## src/rtl/wb_retire_buf_pkg.sv

```systemverilog
// Shared defaults and entry tag type for the write-back retire buffer.
package wb_retire_buf_pkg;

  localparam int WB_XLEN     = 32;
  localparam int WB_DEPTH    = 4;
  localparam int WB_WR_PORTS = 2;
  localparam int WB_RD_QRY   = 2;

  typedef struct packed {
    logic       rd_wr;
    logic [4:0] rd_addr;
  } wb_tag_t;

  // x0 is hard-wired, so a write to it is never a real GPR update
  function automatic logic tag_writes(input wb_tag_t tag);
    return tag.rd_wr & (tag.rd_addr != 5'd0);
  endfunction

endpackage

```

## src/rtl/wb_retire_buf_fwd_match.sv

```systemverilog
// Combinational youngest-match search over the retire buffer for one forwarding query.
module wb_retire_buf_fwd_match
  import wb_retire_buf_pkg::*;
#(
  parameter int XLEN  = WB_XLEN,
  parameter int DEPTH = WB_DEPTH
) (
  input  logic [DEPTH-1:0]         vld,
  input  wb_tag_t                  tag  [DEPTH],
  input  logic [XLEN-1:0]          data [DEPTH],
  input  logic [$clog2(DEPTH)-1:0] tail,
  input  logic [4:0]               addr,
  output logic                     hit,
  output logic [XLEN-1:0]          hit_data
);

  localparam int PTR_W = $clog2(DEPTH);

  logic [PTR_W-1:0] idx_s;
  logic             match_s;

  // Walk oldest to youngest so the last match seen is the youngest one
  always_comb begin
    hit      = 1'b0;
    hit_data = {XLEN{1'b0}};
    idx_s    = tail;
    match_s  = 1'b0;
    for (int k = DEPTH; k >= 1; k--) begin
      idx_s   = tail - PTR_W'(k);
      match_s = vld[idx_s] & tag[idx_s].rd_wr & (tag[idx_s].rd_addr == addr) & (addr != 5'd0);
      if (match_s) begin
        hit      = 1'b1;
        hit_data = data[idx_s];
      end else begin
        hit      = hit;
        hit_data = hit_data;
      end
    end
  end

endmodule

```

## src/rtl/wb_retire_buf.sv

```systemverilog
// In-order write-back retire buffer draining up to WR_PORTS results per cycle to the GPR file.
// Optional retire counter output retire_cnt is built when WB_RETIRE_CNT_EN is defined.
module wb_retire_buf
  import wb_retire_buf_pkg::*;
#(
  parameter int XLEN     = WB_XLEN,
  parameter int DEPTH    = WB_DEPTH,
  parameter int WR_PORTS = WB_WR_PORTS,
  parameter int RD_QRY   = WB_RD_QRY
) (
  input  logic                           clk_in,
  input  logic                           reset_in,
  input  logic                           cpu_halt,
  input  logic                           in_valid,
  output logic                           in_rdy,
  input  logic                           in_Rd_wr,
  input  logic [4:0]                     in_Rd_addr,
  input  logic [XLEN-1:0]                in_Rd_data,
  output logic [WR_PORTS-1:0]            gpr_wr,
  output logic [5*WR_PORTS-1:0]          gpr_addr,
  output logic [XLEN*WR_PORTS-1:0]       gpr_data,
  input  logic [5*RD_QRY-1:0]            qry_addr,
  output logic [RD_QRY-1:0]              qry_hit,
  output logic [XLEN*RD_QRY-1:0]         qry_data,
  output logic [$clog2(WR_PORTS+1)-1:0]  retire_inc,
  output logic [$clog2(DEPTH+1)-1:0]     occupancy,
  output logic                           empty
`ifdef WB_RETIRE_CNT_EN
  ,
  output logic [63:0]                    retire_cnt
`endif
);

  localparam int PTR_W = $clog2(DEPTH);
  localparam int OCC_W = $clog2(DEPTH + 1);
  localparam int INC_W = $clog2(WR_PORTS + 1);
  localparam logic [OCC_W-1:0] FULL_OCC  = OCC_W'(DEPTH);
  localparam logic [OCC_W-1:0] PORTS_OCC = OCC_W'(WR_PORTS);

  logic [PTR_W-1:0] head_r;
  logic [PTR_W-1:0] tail_r;
  logic [OCC_W-1:0] occ_r;
  logic [DEPTH-1:0] vld_r;
  wb_tag_t          tag_r  [DEPTH];
  logic [XLEN-1:0]  data_r [DEPTH];

  logic                push_s;
  logic [INC_W-1:0]    drain_n_s;
  logic [PTR_W-1:0]    port_idx_s [WR_PORTS];
  logic [WR_PORTS-1:0] port_act_s;

  // Full check uses registered occupancy only, keeping drain logic off the ready path
  assign in_rdy     = reset_in & ~cpu_halt & (occ_r != FULL_OCC);
  assign push_s     = in_valid & in_rdy;
  assign retire_inc = drain_n_s;
  assign occupancy  = occ_r;
  assign empty      = (occ_r == {OCC_W{1'b0}});

  // Drain count is min(occupancy, WR_PORTS); port i maps to entry head+i
  always_comb begin
    port_act_s = {WR_PORTS{1'b0}};
    if (occ_r < PORTS_OCC) begin
      drain_n_s = INC_W'(occ_r);
    end else begin
      drain_n_s = INC_W'(WR_PORTS);
    end
    for (int i = 0; i < WR_PORTS; i++) begin
      port_idx_s[i] = head_r + PTR_W'(i);
      port_act_s[i] = (INC_W'(i) < drain_n_s);
    end
  end

  // GPR write ports; within a drain group an older write is masked by a younger one to the same Rd
  always_comb begin
    gpr_wr   = {WR_PORTS{1'b0}};
    gpr_addr = {(5*WR_PORTS){1'b0}};
    gpr_data = {(XLEN*WR_PORTS){1'b0}};
    for (int i = 0; i < WR_PORTS; i++) begin
      if (port_act_s[i]) begin
        gpr_addr[5*i +: 5]       = tag_r[port_idx_s[i]].rd_addr;
        gpr_data[XLEN*i +: XLEN] = data_r[port_idx_s[i]];
        gpr_wr[i]                = tag_writes(tag_r[port_idx_s[i]]);
        for (int j = i + 1; j < WR_PORTS; j++) begin
          if (port_act_s[j] && tag_writes(tag_r[port_idx_s[j]]) &&
              (tag_r[port_idx_s[j]].rd_addr == tag_r[port_idx_s[i]].rd_addr)) begin
            gpr_wr[i] = 1'b0;
          end else begin
            gpr_wr[i] = gpr_wr[i];
          end
        end
      end else begin
        gpr_wr[i] = 1'b0;
      end
    end
  end

  // Pointer, occupancy and valid-bit state; a push never lands on a slot being drained
  always_ff @(posedge clk_in or negedge reset_in) begin
    if (!reset_in) begin
      head_r <= {PTR_W{1'b0}};
      tail_r <= {PTR_W{1'b0}};
      occ_r  <= {OCC_W{1'b0}};
      vld_r  <= {DEPTH{1'b0}};
    end else begin
      head_r <= head_r + PTR_W'(drain_n_s);
      occ_r  <= occ_r + OCC_W'(push_s) - OCC_W'(drain_n_s);
      for (int i = 0; i < WR_PORTS; i++) begin
        if (port_act_s[i]) begin
          vld_r[port_idx_s[i]] <= 1'b0;
        end
      end
      if (push_s) begin
        vld_r[tail_r] <= 1'b1;
        tail_r        <= tail_r + PTR_W'(1);
      end
    end
  end

  // Entry payload storage written at tail on push
  always_ff @(posedge clk_in or negedge reset_in) begin
    if (!reset_in) begin
      for (int e = 0; e < DEPTH; e++) begin
        tag_r[e]  <= '{rd_wr: 1'b0, rd_addr: 5'd0};
        data_r[e] <= {XLEN{1'b0}};
      end
    end else if (push_s) begin
      tag_r[tail_r]  <= '{rd_wr: in_Rd_wr, rd_addr: in_Rd_addr};
      data_r[tail_r] <= in_Rd_data;
    end
  end

  for (genvar q = 0; q < RD_QRY; q++) begin : g_qry
    wb_retire_buf_fwd_match #(
      .XLEN  (XLEN),
      .DEPTH (DEPTH)
    ) u_fwd (
      .vld      (vld_r),
      .tag      (tag_r),
      .data     (data_r),
      .tail     (tail_r),
      .addr     (qry_addr[5*q +: 5]),
      .hit      (qry_hit[q]),
      .hit_data (qry_data[XLEN*q +: XLEN])
    );
  end

`ifdef WB_RETIRE_CNT_EN
  // Retired-instruction counter feeding minstret; wraps naturally at 2^64
  always_ff @(posedge clk_in or negedge reset_in) begin
    if (!reset_in) begin
      retire_cnt <= 64'd0;
    end else begin
      retire_cnt <= retire_cnt + 64'(retire_inc);
    end
  end
`endif

endmodule
```

## config.mk

```make
export PLATFORM = sky130hd
export DESIGN_NAME = wb_retire_buf
export DESIGN_NICKNAME = d
export VERILOG_FILES = /design/src/rtl/wb_retire_buf_pkg.sv /design/src/rtl/wb_retire_buf_fwd_match.sv /design/src/rtl/wb_retire_buf.sv
export SDC_FILE = /design/constraint.sdc
export NUM_CORES = 1
export LEC_CHECK = 0
export CAP_MARGIN = 10
export CORE_MARGIN = 1.5
export CORE_UTILIZATION = 40
export CTS_CLUSTER_SIZE = 40
export DETAILED_ROUTE_END_ITERATION = 7
export GPL_ROUTABILITY_DRIVEN = 0
export HOLD_SLACK_MARGIN = 0.08
export PLACE_DENSITY_LB_ADDON = 0.25
export SLEW_MARGIN = 5
export SYNTH_ARGS = -nofsm -noshare
export SYNTH_HDL_FRONTEND = slang
export SYNTH_SLANG_ARGS = --single-unit
```

## constraint.sdc

```tcl
create_clock -name clk_in -period 4.82 [get_ports clk_in]
set_input_delay 0.723 -clock clk_in [delete_from_list [all_inputs] [get_ports clk_in]]
set_output_delay 0.723 -clock clk_in [all_outputs]
set_load 0.03 [all_outputs]
```

**Yosys cells after proc, flatten, opt, wreduce, memory -nomap -nowiden**

Cells that the tools add are included.

- Flip-flop bits (word level): 163
- Input bits: 52

- $add $sub $neg: 8
- $lt $le $gt $ge: 19
- Eq/ne operators: 10
- Mux-type cells: 83
- Bitwise operators: 37
- Reduce and logical (&&, ||, !) cells: 11

Operators with widths:

| kind | number |
|---|---|
| 32-bit 2-to-1 mux | 23 |
| 32-bit binary-select mux with 2-bit select | 6 |
| 128-bit bitwise mux | 1 |
| 6-bit 2-to-1 mux | 13 |
| 6-bit binary-select mux with 2-bit select | 6 |
| 32-bit demux with 2-bit select | 1 |
| 5-bit == test | 9 |
| 1-bit AND | 25 |
| 24-bit bitwise mux | 1 |
| 5-bit nonzero test | 4 |
| 3-bit greater-or-equal comparator, second input constant | 6 |
| 2-bit by 3-bit < comparator with 1-bit output, second input constant | 6 |
| 1-bit 2-to-1 mux | 18 |
| 2-bit NOT with 3-bit output | 6 |
| 6-bit demux with 2-bit select | 1 |
| 4-bit 2-to-1 mux | 3 |
| 5-bit 2-to-1 mux | 2 |
| 4-bit AND | 2 |
| 1-bit binary-select mux with 2-bit select | 4 |
| 4-bit NOT | 2 |
| 1-bit demux with 2-bit select | 3 |
| 2-bit by 1-bit greater-or-equal comparator with 1-bit output, second input constant | 3 |
| 1-bit logical AND | 6 |
| 2-bit by 1-bit adder with 2-bit output, second input constant | 2 |
| 13 further kinds | 15 |

**Longest topological paths before layout**

Gate-level depths: netlist of the first run.

- Depth after elaboration: 11
- Mapped depth: 15
- Depth with buffers taken out: 10

**Modules after synthesis**

From an unflattened synthesis of the first run, not the netlist that was laid out.

- Cell total of the unflattened synthesis: 1968
- Area total of the unflattened synthesis: 19323.5 µm²

By module, submodules not included:

| module | times used | cells each | area each (µm²) |
|---|---|---|---|
| wb_retire_buf_fwd_match | 2 | 695 | 5290.1 |
| wb_retire_buf | 1 | 578 | 8743.4 |

**Worst setup path after synthesis of the first run**

Ideal clock, no wire load.

- Path type: register to output
- From: register tail_r[0]
- To: output port qry_data[43]
- Data arrival time: 3831 ps
- Data required time: 4097 ps
- Setup slack: 266 ps
- Cell stages (with the launch flop): 13
- Buffers on the path: 4
- Cells stage by stage: dfrtp_1 buf_6 inv_1 clkbuf_1 ha_1 buf_2 mux4_2 and2_1 o211a_1 a211oi_2 buf_6 a221oi_1 o31ai_1

RTL lines:

| element | RTL line | RTL |
|---|---|---|
| from (decl) | wb_retire_buf.sv:41 | `logic [PTR_W-1:0] tail_r;` |
| from (signal assigned) | wb_retire_buf.sv:101 | `tail_r <= {PTR_W{1'b0}};` |
| from (signal assigned) | wb_retire_buf.sv:114 | `tail_r <= tail_r + PTR_W'(1);` |
| 2-bit by 1-bit subtractor with 2-bit output * | n/a |  |
| named net g_qry[0].u_fwd.idx_s[0] | wb_retire_buf_fwd_match.sv:19 | `logic [PTR_W-1:0] idx_s;` |
| 2-bit NOT with 3-bit output (implied by the code) | wb_retire_buf_fwd_match.sv:30, wb_retire_buf_fwd_match.sv:33 |  |
| 6-bit binary-select mux with 2-bit select | wb_retire_buf_fwd_match.sv:30 | `match_s = vld[idx_s] & tag[idx_s].rd_wr & (tag[idx_s].rd_addr == addr) & (addr != 5'd0);` |
| 6-bit 2-to-1 mux (implied by the code) (2 in series) | wb_retire_buf_fwd_match.sv:30 |  |
| 5-bit == test / 1-bit AND (equally long branches) | wb_retire_buf_fwd_match.sv:30 |  |
| 1-bit AND (2 in series) | wb_retire_buf_fwd_match.sv:30 |  |
| 32-bit 2-to-1 mux * | wb_retire_buf_fwd_match.sv:31 | `if (match_s) begin` |
| to (decl) | wb_retire_buf.sv:24 | `output logic [XLEN*RD_QRY-1:0] qry_data,` |

The timed path passes the listed nets; every way through them passes the cells marked *. The select of a mux whose other input is x is not followed.

**Final worst setup path of the first run**

- From: register tail_r[1]
- To: output port qry_data[6]

- Word-level cells in the longest chain between the ends: 11

RTL lines:

| element | RTL line |
|---|---|
| 2-bit subtractor / 2-bit NOT with 3-bit output (equally long branches) | wb_retire_buf_fwd_match.sv:29, wb_retire_buf_fwd_match.sv:30, wb_retire_buf_fwd_match.sv:33 |
| 2-bit NOT with 3-bit output (implied by the code) / 6-bit binary-select mux with 2-bit select (equally long branches) | wb_retire_buf_fwd_match.sv:30, wb_retire_buf_fwd_match.sv:33 |
| 6-bit binary-select mux with 2-bit select / 6-bit 2-to-1 mux (equally long branches) | wb_retire_buf_fwd_match.sv:30 |
| 6-bit 2-to-1 mux (implied by the code) | wb_retire_buf_fwd_match.sv:30 |
| 6-bit 2-to-1 mux (implied by the code) (tied with other cells) | wb_retire_buf_fwd_match.sv:30 |
| 5-bit == test / 1-bit AND (equally long branches) | wb_retire_buf_fwd_match.sv:30 |
| 1-bit AND | wb_retire_buf_fwd_match.sv:30 |
| 1-bit AND / 32-bit 2-to-1 mux (equally long branches) | wb_retire_buf_fwd_match.sv:30, wb_retire_buf_fwd_match.sv:31 |
| 32-bit 2-to-1 mux (2 in series) | wb_retire_buf_fwd_match.sv:31 |
| 32-bit 2-to-1 mux * | wb_retire_buf_fwd_match.sv:31 |

Mark *: on every way between the ends. The rest lies on a longest branch, timed or not. The select of a mux whose other input is x is not followed.

==> results of run 1 <==
[cells by family after synthesis]
family,after synthesis
adders and majority gates,12
DFF,163
and+or+nand+nor,339
AOI/OAI and AO/OA,171
buffers and inverters,147
muxes,389
xor gates and xnor gates,45
[synth_stat cells, types with 7 or more instances]
library cell	count
mux4_2	209
dfrtp_1	163
mux2_2	159
and2_1	133
nand2_1	86
clkbuf_1	69
nor2_1	55
o21ai_0	43
a221oi_1	42
buf_2	35
xnor2_1	32
nor3_1	30
o31ai_1	27
a211oi_1	22
buf_1	18
xor2_1	13
mux4_1	12
ha_1	11
inv_1	11
mux2i_1	9
nand3_1	9
a21oi_1	7
[final timing paths]
| path | start | endpoint | slack [ns] | cells past startpoint |
|---|---|---|---|---|
| setup / recovery | tail_r[1]$_DFFE_PN0N_ | qry_data[6] | 0.12 | 10 |
| hold / removal | reset_in | data_r[36]$_DFFE_PN0P_ | 0.18 | 1 |
| setup reg to reg | tail_r[1]$_DFFE_PN0N_ | data_r[29]$_DFFE_PN0P_ | 1.65 | 6 |
| hold reg to reg | vld_r[1]$_DFF_PN0_ | vld_r[1]$_DFF_PN0_ | 0.54 | 2 |
| max in group asynchronous | reset_in | head_r[0]$_DFF_PN0_ | 3.37 | 2 |
| min in group clk_in | vld_r[1]$_DFF_PN0_ | vld_r[1]$_DFF_PN0_ | 0.54 | 2 |
[routing by layer]
metal  global-route usage (%)  vias up
met1                     34.6     6509
met3                     6.01       89
li1                         -     5208
met5                        0        -
met4                     7.61        0
met2                     42.5      710
[critical path: cells and delay by family (launching register included)]
| kind | cells | cell delay [ns] |
|---|---|---|
| and+or+nand+nor | 3 | 0.72 |
| muxes | 1 | 0.60 |
| AOI/OAI and AO/OA | 1 | 0.60 |
| buffers and inverters | 3 | 0.56 |
| adders and majority gates | 1 | 0.48 |
| DFF | 1 | 0.41 |
| xor gates and xnor gates | 1 | 0.16 |
[power by group]
part / leakage, nW / internal [mW] / switching [mW]
registers: 2.01 / 2.04 / 1.06
clock network: 0.285 / 0.768 / 0.624
logic: 4.71 / 5.62 / 5.42
[cell type report]
type,count,share of cell area [%]
Sequential cell,163,22.3
Multi-Input combinational cell,956,57.4
Timing Repair Buffer,241,13.4
Antenna cell,1,0.0136
Tap cell,511,3.48
Clock inverter,11,0.634
Clock buffer,21,2.56
Inverter,11,0.225
[timing repair]
action                                 in CTS  in global routing
resized for setup                           1                  3
setup endpoints to repair                   2                 13
endpoints found under the hold margin       0                  0
[per-stage QoR]
| stage | instances | power [mW] | hold WS, ns | setup WS, ns |
|---|---|---|---|---|
| final | 1915 | 15.5 | 0.183 | 0.118 |
| after CTS | 1914 | 15.6 | 0.190 | 0.0614 |
| after floorplan | 1266 | 10.8 | 0.427 | 0.266 |
| after detailed placement | 1882 | 14.1 | 0.514 | 0.444 |
| after global routing | 1914 | 16.4 | 0.201 | 0.00439 |
| after global placement | 1882 | 13.9 | 0.501 | 0.477 |
[state kept, by name, indices dropped and copies added, names as in the netlist]
name / cells
occupancy: 3
data_r: 128
tail_r: 2
tag_r: 24
head_r: 2
vld_r: 4
==> impl_metrics.toml, run 1 <==
[min_path]
hp-class = "primary input to asynchronous set/reset pin"

[logic_synthesis]
yosysSeqAreaShare_pct = 26.8
synth_fa_ha_area_share_pct = 1.04
synth_top_family_by_area = "multiplexers"
synth-compound-area-share_pct = 8.32
synth-simple-area-share_pct = 11.4
synth_area_um2 = 15200
synth_area_leaders = "mux4_2 (31%), dfrtp_1 (27%), mux2_2 (12%)"
yosys.area_share.xor_xnor_pct = 2.59
syn_nets = 1330
synth_top_area_share_pct = 30.9
synth_edf_count = 0
synth.distinct_cells = 52
synth_seq_cells = 163
synthCells = 1266
synth_mux_area_share_pct = 45.4
yosys.area.top_type = "mux4_2"
syn_avg_cell_area_um2 = 12.0
async_reset_ff_share_pct = 100
ys_warn_count = 0
ys.flop_type = "dfrtp_1"

[route]
drtPass1Iterations = 6
drc = 0
routedLengthMet1_um = 19900
routed.top_layer = "met4"
viasPerCell = 6.54
vias = 12516
wl_met3_um = 4450
antenna_left = 0
first_iter_violations = 1167
routed_wl_um = 49500
dr_wl_met2_um = 24100
detail_route.wl_per_cell_um = 25.9

[timing]
fmax_mhz = 213
maxSlewViolCount = 0
fin_setup_tns_ns = 0
worstMarginPinSlew_ns = 1.03
hold_viol = 0
slew_headroom_pct = 31.6
min_period_ns = 4.70
finalSetupViolCount = 0
finClkSkew_ns = 0.0131
fin_crit_sh_pct = 97.6
rsz0062_at_grt = "false"

[cts]
root_buffer = "clkbuf_16"
tritoncts = "done"
h-tree-depth = 4
postCtsSetupBuffers = 0
hold_buffers = 0
clk_latency_ns = 0.44
clockBufferDepth = 2
cts_sinks = 163
cts_buffers = 17
path_clk_slew_ns = 0.07

[finish]
drive_gt1_share_pct = 38.1
seq_area_um2 = 4090
stdcell_area_um2 = 18300
final_net_count = 1454
num-fill-cells = 3366
area_growth_pct = 20.6
utilization_pct = 48.8
layout_commonest_cell = "mux4_2"
layout_common_cells = "mux4_2 (209), mux2_2 (159), dfrtp_1 (159), and2_1 (133), clkdlybuf4s50_1 (133)"
multi_input_area_um2 = 10500

[flow_run]
maxCapViolations = 0

[worst_setup_path]
crit_fanout = 20
crit_required_ns = 4.10
crit_slowest_cell = "mux4_2"
critPathLaunchType = "flip-flop"
path_cells = "inv_1, ha_4, mux4_2, xor2_1, nor4_1, and2_1, buf_4, nor3_1, a211oi_1, buf_12"
endpoint_kind = "output port"
critPathMaxStageDelay_ns = 0.60
path_class = "flip-flop to output port"
arrival_ns = 3.98

[global_route]
grt_remaining_overflow = 0
grt_pass1_wl_um = 76900
grt_max_degree = 66
grt_pass1_vias = 12726
grt_usage_pct = 26.0
antenna_found_initial = 1

[die]
row_count = 71
dieArea_um2 = 39200
die_w_um = 198
num_io_pins = 201
core_um2 = 37600
die_h_um = 198
initial_core_util_pct = 40.5

[placement]
hpwl_um = 31800
placed_cell_area_um2 = 17700
io_buffers = 200

[pwr]
p_per_area_nw_per_um2 = 846
vdd_drop_max_uv = 604
p_leak_nw = 7.01

[outcome]
status = "complete, no violations"
Power figures use the tool's default switching activity.
==> run 2: changes to the inputs <==
--- a/config.mk
+++ b/config.mk
@@ -5,13 +5,13 @@
 export SDC_FILE = /design/constraint.sdc
 export NUM_CORES = 1
 export LEC_CHECK = 0
-export CAP_MARGIN = 10
+export CAP_MARGIN = 20
 export CORE_MARGIN = 1.5
 export CORE_UTILIZATION = 40
 export CTS_CLUSTER_SIZE = 40
 export DETAILED_ROUTE_END_ITERATION = 7
 export GPL_ROUTABILITY_DRIVEN = 0
-export HOLD_SLACK_MARGIN = 0.08
+export HOLD_SLACK_MARGIN = 0.06
 export PLACE_DENSITY_LB_ADDON = 0.25
 export SLEW_MARGIN = 5
 export SYNTH_ARGS = -nofsm -noshare
==> run 2 against run 1 <==
Effect of this change: maximum frequency up 0.21%; largest cell class unchanged; sequential cell count unchanged; sequential share of layout area barely moved; routed wire length rose by 0.58%; global-route usage barely moved; clock power about the same; first-iteration DRC count grew 3.5%; total power about the same.
==> impl_metrics.toml, run 2 (synthesis results as in run 1) <==
[finish]
num-fill-cells = 3327
seq_area_um2 = 4090
drive_gt1_share_pct = 38.1
largest_register = "data_r"
multi_input_area_um2 = 10500
layout.cells.non_filler = 1916
reg_top3 = "data_r (128), tag_r (24), vld_r (4)"
largest_reg_flops = 128
area_growth_pct = 20.6
layout_common_cells = "mux4_2 (209), mux2_2 (159), dfrtp_1 (159), and2_1 (133), clkdlybuf4s50_1 (133)"
layout_commonest_cell = "mux4_2"
final_net_count = 1455

[placement]
hpwl_um = 32000
numPlacedInstances = 1883
io_buffers = 200

[worst_setup_path]
rrSetupSlack_ns = 1.69
critPathBufInv = 3
critPathMaxStageDelay_ns = 0.60
cp_top_family = "simple AND/OR/NAND/NOR gates"
crit_fanout = 20
path_cells = "inv_1, ha_4, mux4_2, xor2_1, nor4_1, and2_1, buf_4, nor3_1, a211oi_1, buf_12"
crit_required_ns = 4.10
critPathLaunchType = "flip-flop"
path_class = "flip-flop to output port"
arrival_ns = 3.97
crit_slowest_cell = "mux4_2"
endpoint_kind = "output port"

[route]
drtPass1Iterations = 5
routed_wl_um = 49800
vias = 12415
first_iter_violations = 1208
antenna_left = 0
drc = 0
viasPerCell = 6.48
detail_route.wl_per_cell_um = 26.0

[die]
core_um2 = 37600
initial_core_util_pct = 40.5
die_h_um = 198
row_count = 71
die_w_um = 198
dieArea_um2 = 39200
num_io_pins = 201

[timing]
hold_viol = 0
rsz0062_at_grt = "false"
finalSetupViolCount = 0
fin_setup_tns_ns = 0
fmax_mhz = 213
finClkSkew_ns = 0.0117
maxSlewViolCount = 0
fin_crit_sh_pct = 97.4
slew_headroom_pct = 31.3
min_period_ns = 4.69
worstMarginPinSlew_ns = 1.03

[cts]
tritoncts = "done"
root_buffer = "clkbuf_16"
postCtsSetupBuffers = 0
clockBufferDepth = 2
cts_sinks = 163
clk_latency_ns = 0.44
cts_buffers = 17
h-tree-depth = 4
path_clk_slew_ns = 0.07

[global_route]
grt_usage_pct = 26.0
antenna_found_initial = 1
grt.met2_usage_pct = 41.9
grt_remaining_overflow = 0
grt_util_met3_pct = 6.03
use_met1_pct = 34.8
grt_pass1_vias = 12642
busiest_layer = "met2"
grt_pass1_wl_um = 76600
grt_max_degree = 66

[pwr]
pwr-share-seq_pct = 19.9
p_per_area_nw_per_um2 = 847
swShare_pct = 45.8
p_leak_nw = 7.01
cell_internal_pwr_mw = 8.43
pwr-share-comb_pct = 71.0
p_switching_mw = 7.11
vdd_drop_max_uv = 611
clkPwrFrac_pct = 9.0

[outcome]
status = "complete, no violations"

[min_path]
hp-class = "primary input to asynchronous set/reset pin"

[flow_run]
maxCapViolations = 0
==> run 2: cell types whose count changed in the layout (fill, tap and decap cells not counted) <==
cell and change:
nor2_2 +2, buf_8 +1, a211oi_2 -1, nor2_1 -1, o31ai_1 +1, nor2_4 -1, o31ai_2 -1, a211oi_1 +1
inv_6 -1, clkinv_4 +1
==> run 2: layout make-up <==
class / count / area share, %
diodes: 1 / 0.0136
repair buffers: 242 / 13.5
multi-input cells: 956 / 57.3
flip-flops and latches: 163 / 22.3
clock inverters: 11 / 0.634
inverters: 11 / 0.225
well taps: 511 / 3.48
clock buffers: 21 / 2.56
==> run 2: path summary, 6_finish.rpt <==
kind                                        from                     end  cells after the start
max                        tail_r[1]$_DFFE_PN0N_             qry_data[6]                     10
min                                     reset_in  data_r[66]$_DFFE_PN0P_                      1
max reg2reg                tail_r[1]$_DFFE_PN0N_  data_r[29]$_DFFE_PN0P_                      6
min reg2reg                   vld_r[0]$_DFF_PN0_      vld_r[0]$_DFF_PN0_                      2
max in group asynchronous               reset_in     head_r[0]$_DFF_PN0_                      2
min in group clk_in           vld_r[0]$_DFF_PN0_      vld_r[0]$_DFF_PN0_                      2
==> run 2: power groups by stage <==
stage / registers, mW / clock network [mW] / logic, mW
5_1_grt: 3.25 / 1.48 / 11.7
3_3_place_gp: 3.01 / 0 / 10.9
3_5_place_dp: 3.09 / 0 / 11.0
4_1_cts: 3.07 / 1.42 / 11.1
2_1_floorplan: 2.74 / 0 / 8.04
6_report: 3.10 / 1.40 / 11.0
==> run 2: what timing repair did <==
action / CTS / global route
endpoints found under the setup margin: 0 / 15
hold buffers: 0 / 0
gates resized for setup: 0 / 2
==> run 2: routing by layer <==
layer	vias up	routed length, um
li1	5222	-
met1	6410	20000
met4	0	1040
met3	71	4880
met5	-	0
met2	712	23900
==> run 2: per-stage QoR <==
stage	setup slack [ns]	utilization [%]	total power, mW	hold WS [ns]	area (um2)
2_1_floorplan	0.266	-	10.8	0.427	15200
3_3_place_gp	0.477	47.2	13.9	0.501	17700
3_5_place_dp	0.541	47.3	14.1	0.514	17800
4_1_cts	0.0725	48.8	15.6	0.195	18300
5_1_grt	0.0158	48.8	16.4	0.204	18300
6_report	0.128	48.8	15.5	0.190	18400
==> run 3: changes to the inputs <==
--- a/config.mk
+++ b/config.mk
@@ -6,6 +6,8 @@
 export NUM_CORES = 1
 export LEC_CHECK = 0
 export CAP_MARGIN = 20
+export CELL_PAD_IN_SITES_DETAIL_PLACEMENT = 1
+export CELL_PAD_IN_SITES_GLOBAL_PLACEMENT = 1
 export CORE_MARGIN = 1.5
 export CORE_UTILIZATION = 40
 export CTS_CLUSTER_SIZE = 40
==> constraint.sdc (replaced) <==
create_clock -name clk_in -period 4.6 [get_ports clk_in]
set_input_delay 0.69 -clock clk_in [delete_from_list [all_inputs] [get_ports clk_in]]
set_output_delay 0.69 -clock clk_in [all_outputs]
set_load 0.03 [all_outputs]
==> run 3 against run 2 <==
Effect of this change: non-clock buffer count is 6 higher; combinational power is 6% higher; clock power hardly changed; cell count is 0.26% higher; cell area is 0.59% higher; critical endpoint unchanged; sequential cell count stayed put; die area stayed put; sequential share of layout area is 0.13 points lower; critical path depth stayed put; total power is 5.7% higher; largest cell class unchanged; first-iteration DRC count is 21% lower; worst setup slack worse by 0.030 ns.
==> impl_metrics.toml, run 3 (synthesis results as in run 1) <==
[finish]
reg_top3 = "data_r (128), tag_r (24), vld_r (4)"
largest_reg_flops = 128
area_growth_pct = 21.3
largest_register = "data_r"
layout.cells.non_filler = 1921
layout_commonest_cell = "mux4_2"
drive_gt1_share_pct = 38.8
final_net_count = 1461
layout_common_cells = "mux4_2 (209), mux2_2 (159), dfrtp_1 (159), and2_1 (133), clkdlybuf4s50_1 (133)"

[cts]
path_clk_slew_ns = 0.06
root_buffer = "clkbuf_16"
tritoncts = "done"
h-tree-depth = 4
clockBufferDepth = 2
cts_sinks = 163
cts_buffers = 17
clk_latency_ns = 0.46

[die]
dieArea_um2 = 39200
core_um2 = 37600
die_w_um = 198
num_io_pins = 201
row_count = 71
die_h_um = 198
initial_core_util_pct = 40.5

[timing]
maxSlewViolCount = 0
rsz0062_at_grt = "false"
finalSetupViolCount = 0
fin_setup_tns_ns = 0
timing.hold.ws_ns = 0.533
hold_viol = 0
finClkSkew_ns = 0.00827
fin_crit_sh_pct = 97.9
min_period_ns = 4.50
worstMarginPinSlew_ns = 0.937
fmax_mhz = 222
slew_headroom_pct = 37.6

[global_route]
busiest_layer = "met2"
grt_pass1_vias = 12957
grt_max_degree = 163
grt_util_met3_pct = 4.39
grt.met2_usage_pct = 45.0
grt_usage_pct = 27.5
grt_pass1_wl_um = 80700
antenna_found_initial = 1
grt_remaining_overflow = 0
use_met1_pct = 37.0

[route]
detail_route.wl_per_cell_um = 27.3
vias = 12514
drc = 0
drtPass1Iterations = 5
antenna_left = 0
routed_wl_um = 52500
viasPerCell = 6.51
first_iter_violations = 951

[worst_setup_path]
critPathLaunchType = "flip-flop"
crit_fanout = 32
path_class = "flip-flop to output port"
rrSetupSlack_ns = 1.97
critPathMaxStageDelay_ns = 0.57
ff2ff_path_depth = 10
reg2reg_from = "occupancy[2]$_DFF_PN0_"
crit_slowest_cell = "mux4_2"
arrival_ns = 3.81
r2r_end = "occupancy[2]$_DFF_PN0_"
crit_required_ns = 3.91
path_cells = "inv_1, ha_4, buf_4, mux4_2, nor3_1, and2_1, buf_12, nor3_1, a211oi_1, buf_4"
endpoint_kind = "output port"

[pwr]
p_switching_mw = 7.55
p_per_area_nw_per_um2 = 890
swShare_pct = 45.9
vdd_drop_max_uv = 509
cell_internal_pwr_mw = 8.89
p_leak_nw = 7.08
pwr-share-seq_pct = 20.1
clkPwrFrac_pct = 8.7
pwr-share-comb_pct = 71.2

[placement]
io_buffers = 200
hpwl_um = 33500
numPlacedInstances = 1888

[outcome]
status = "complete, no violations"

[min_path]
hp-class = "flip-flop to flip-flop"
worstHoldPathCells = 2
min_to = "vld_r[1]$_DFF_PN0_"
min-delay-start = "vld_r[1]$_DFF_PN0_"

[flow_run]
maxCapViolations = 0
run 3: changes by cell type in the layout (fill, tap and decap cells not counted), moves of 2 or more:
cell	previous run	this run
a211oi_1	22	17
a211oi_2	0	5
clkbuf_8	3	6
o31ai_1	27	24
o31ai_2	5	8
buf_4	81	83
clkinv_2	1	3
inv_6	4	2
inv_8	2	0
run 3: worst max-delay path: cells and delay by family (launching register included):
kind / cells / cell delay [ns]
adders and majority gates: 1 / 0.40
and+or+nand+nor: 3 / 0.60
AOI/OAI and AO/OA: 1 / 0.44
buffers and inverters: 4 / 0.93
DFF: 1 / 0.41
muxes: 1 / 0.57
run 3: what timing repair did:
action                                  CTS  global route
buffers inserted                          0             0
hold endpoints to repair                  1             0
hold buffers                              1             0
resized for setup                         1            17
endpoints found under the setup margin    1            34
run 3: how the worst max path moves through the flow:
stage,from,end,slack [ns],depth (start not counted)
2_1_floorplan,tail_r[0]$_DFFE_PN0N_,qry_data[43],0.08,12
3_3_place_gp,qry_addr[6],qry_data[52],0.51,9
3_5_place_dp,tail_r[1]$_DFFE_PN0N_,qry_data[63],0.46,11
4_1_cts,tail_r[1]$_DFFE_PN0N_,qry_data[13],0.03,10
5_1_grt,tail_r[1]$_DFFE_PN0N_,qry_data[6],0.008,10
6_report,tail_r[1]$_DFFE_PN0N_,qry_data[6],0.1,10
run 3: routing by layer:
metal	up-vias	share of wire, %
met1	6664	42
met2	517	49
li1	5228	-
met4	2	2.7
met5	-	0.025
met3	103	6.0
run 3: per-stage QoR:
step	cell area, um2	setup slack [ns]	power [mW]	utilization [%]
6_report	18500	0.0976	16.4	49.1
5_1_grt	18500	0.00833	17.4	49.1
4_1_cts	18400	0.0325	16.4	48.9
3_5_place_dp	17800	0.461	14.9	47.4
3_3_place_gp	17800	0.507	14.7	47.4
2_1_floorplan	15200	0.0786	11.3	-
run 3: layout make-up:
type                            count  area [um2]
Tap cell                          511         639
Multi-Input combinational cell    956       10600
Clock buffer                       24         502
Sequential cell                   163        4090
Antenna cell                        1        2.50
Fill cell                        3875       19100
Clock inverter                      7        70.1
Timing Repair Buffer              248        2550
Inverter                           11        41.3
run 3: power groups by stage:
stage          sequential [mW]  clock, mW  combinational (mW)
2_1_floorplan             2.87          0                8.42
3_3_place_gp              3.17          0                11.5
3_5_place_dp              3.29          0                11.6
4_1_cts                   3.27       1.46                11.7
5_1_grt                   3.46       1.52                12.4
6_report                  3.31       1.43                11.7
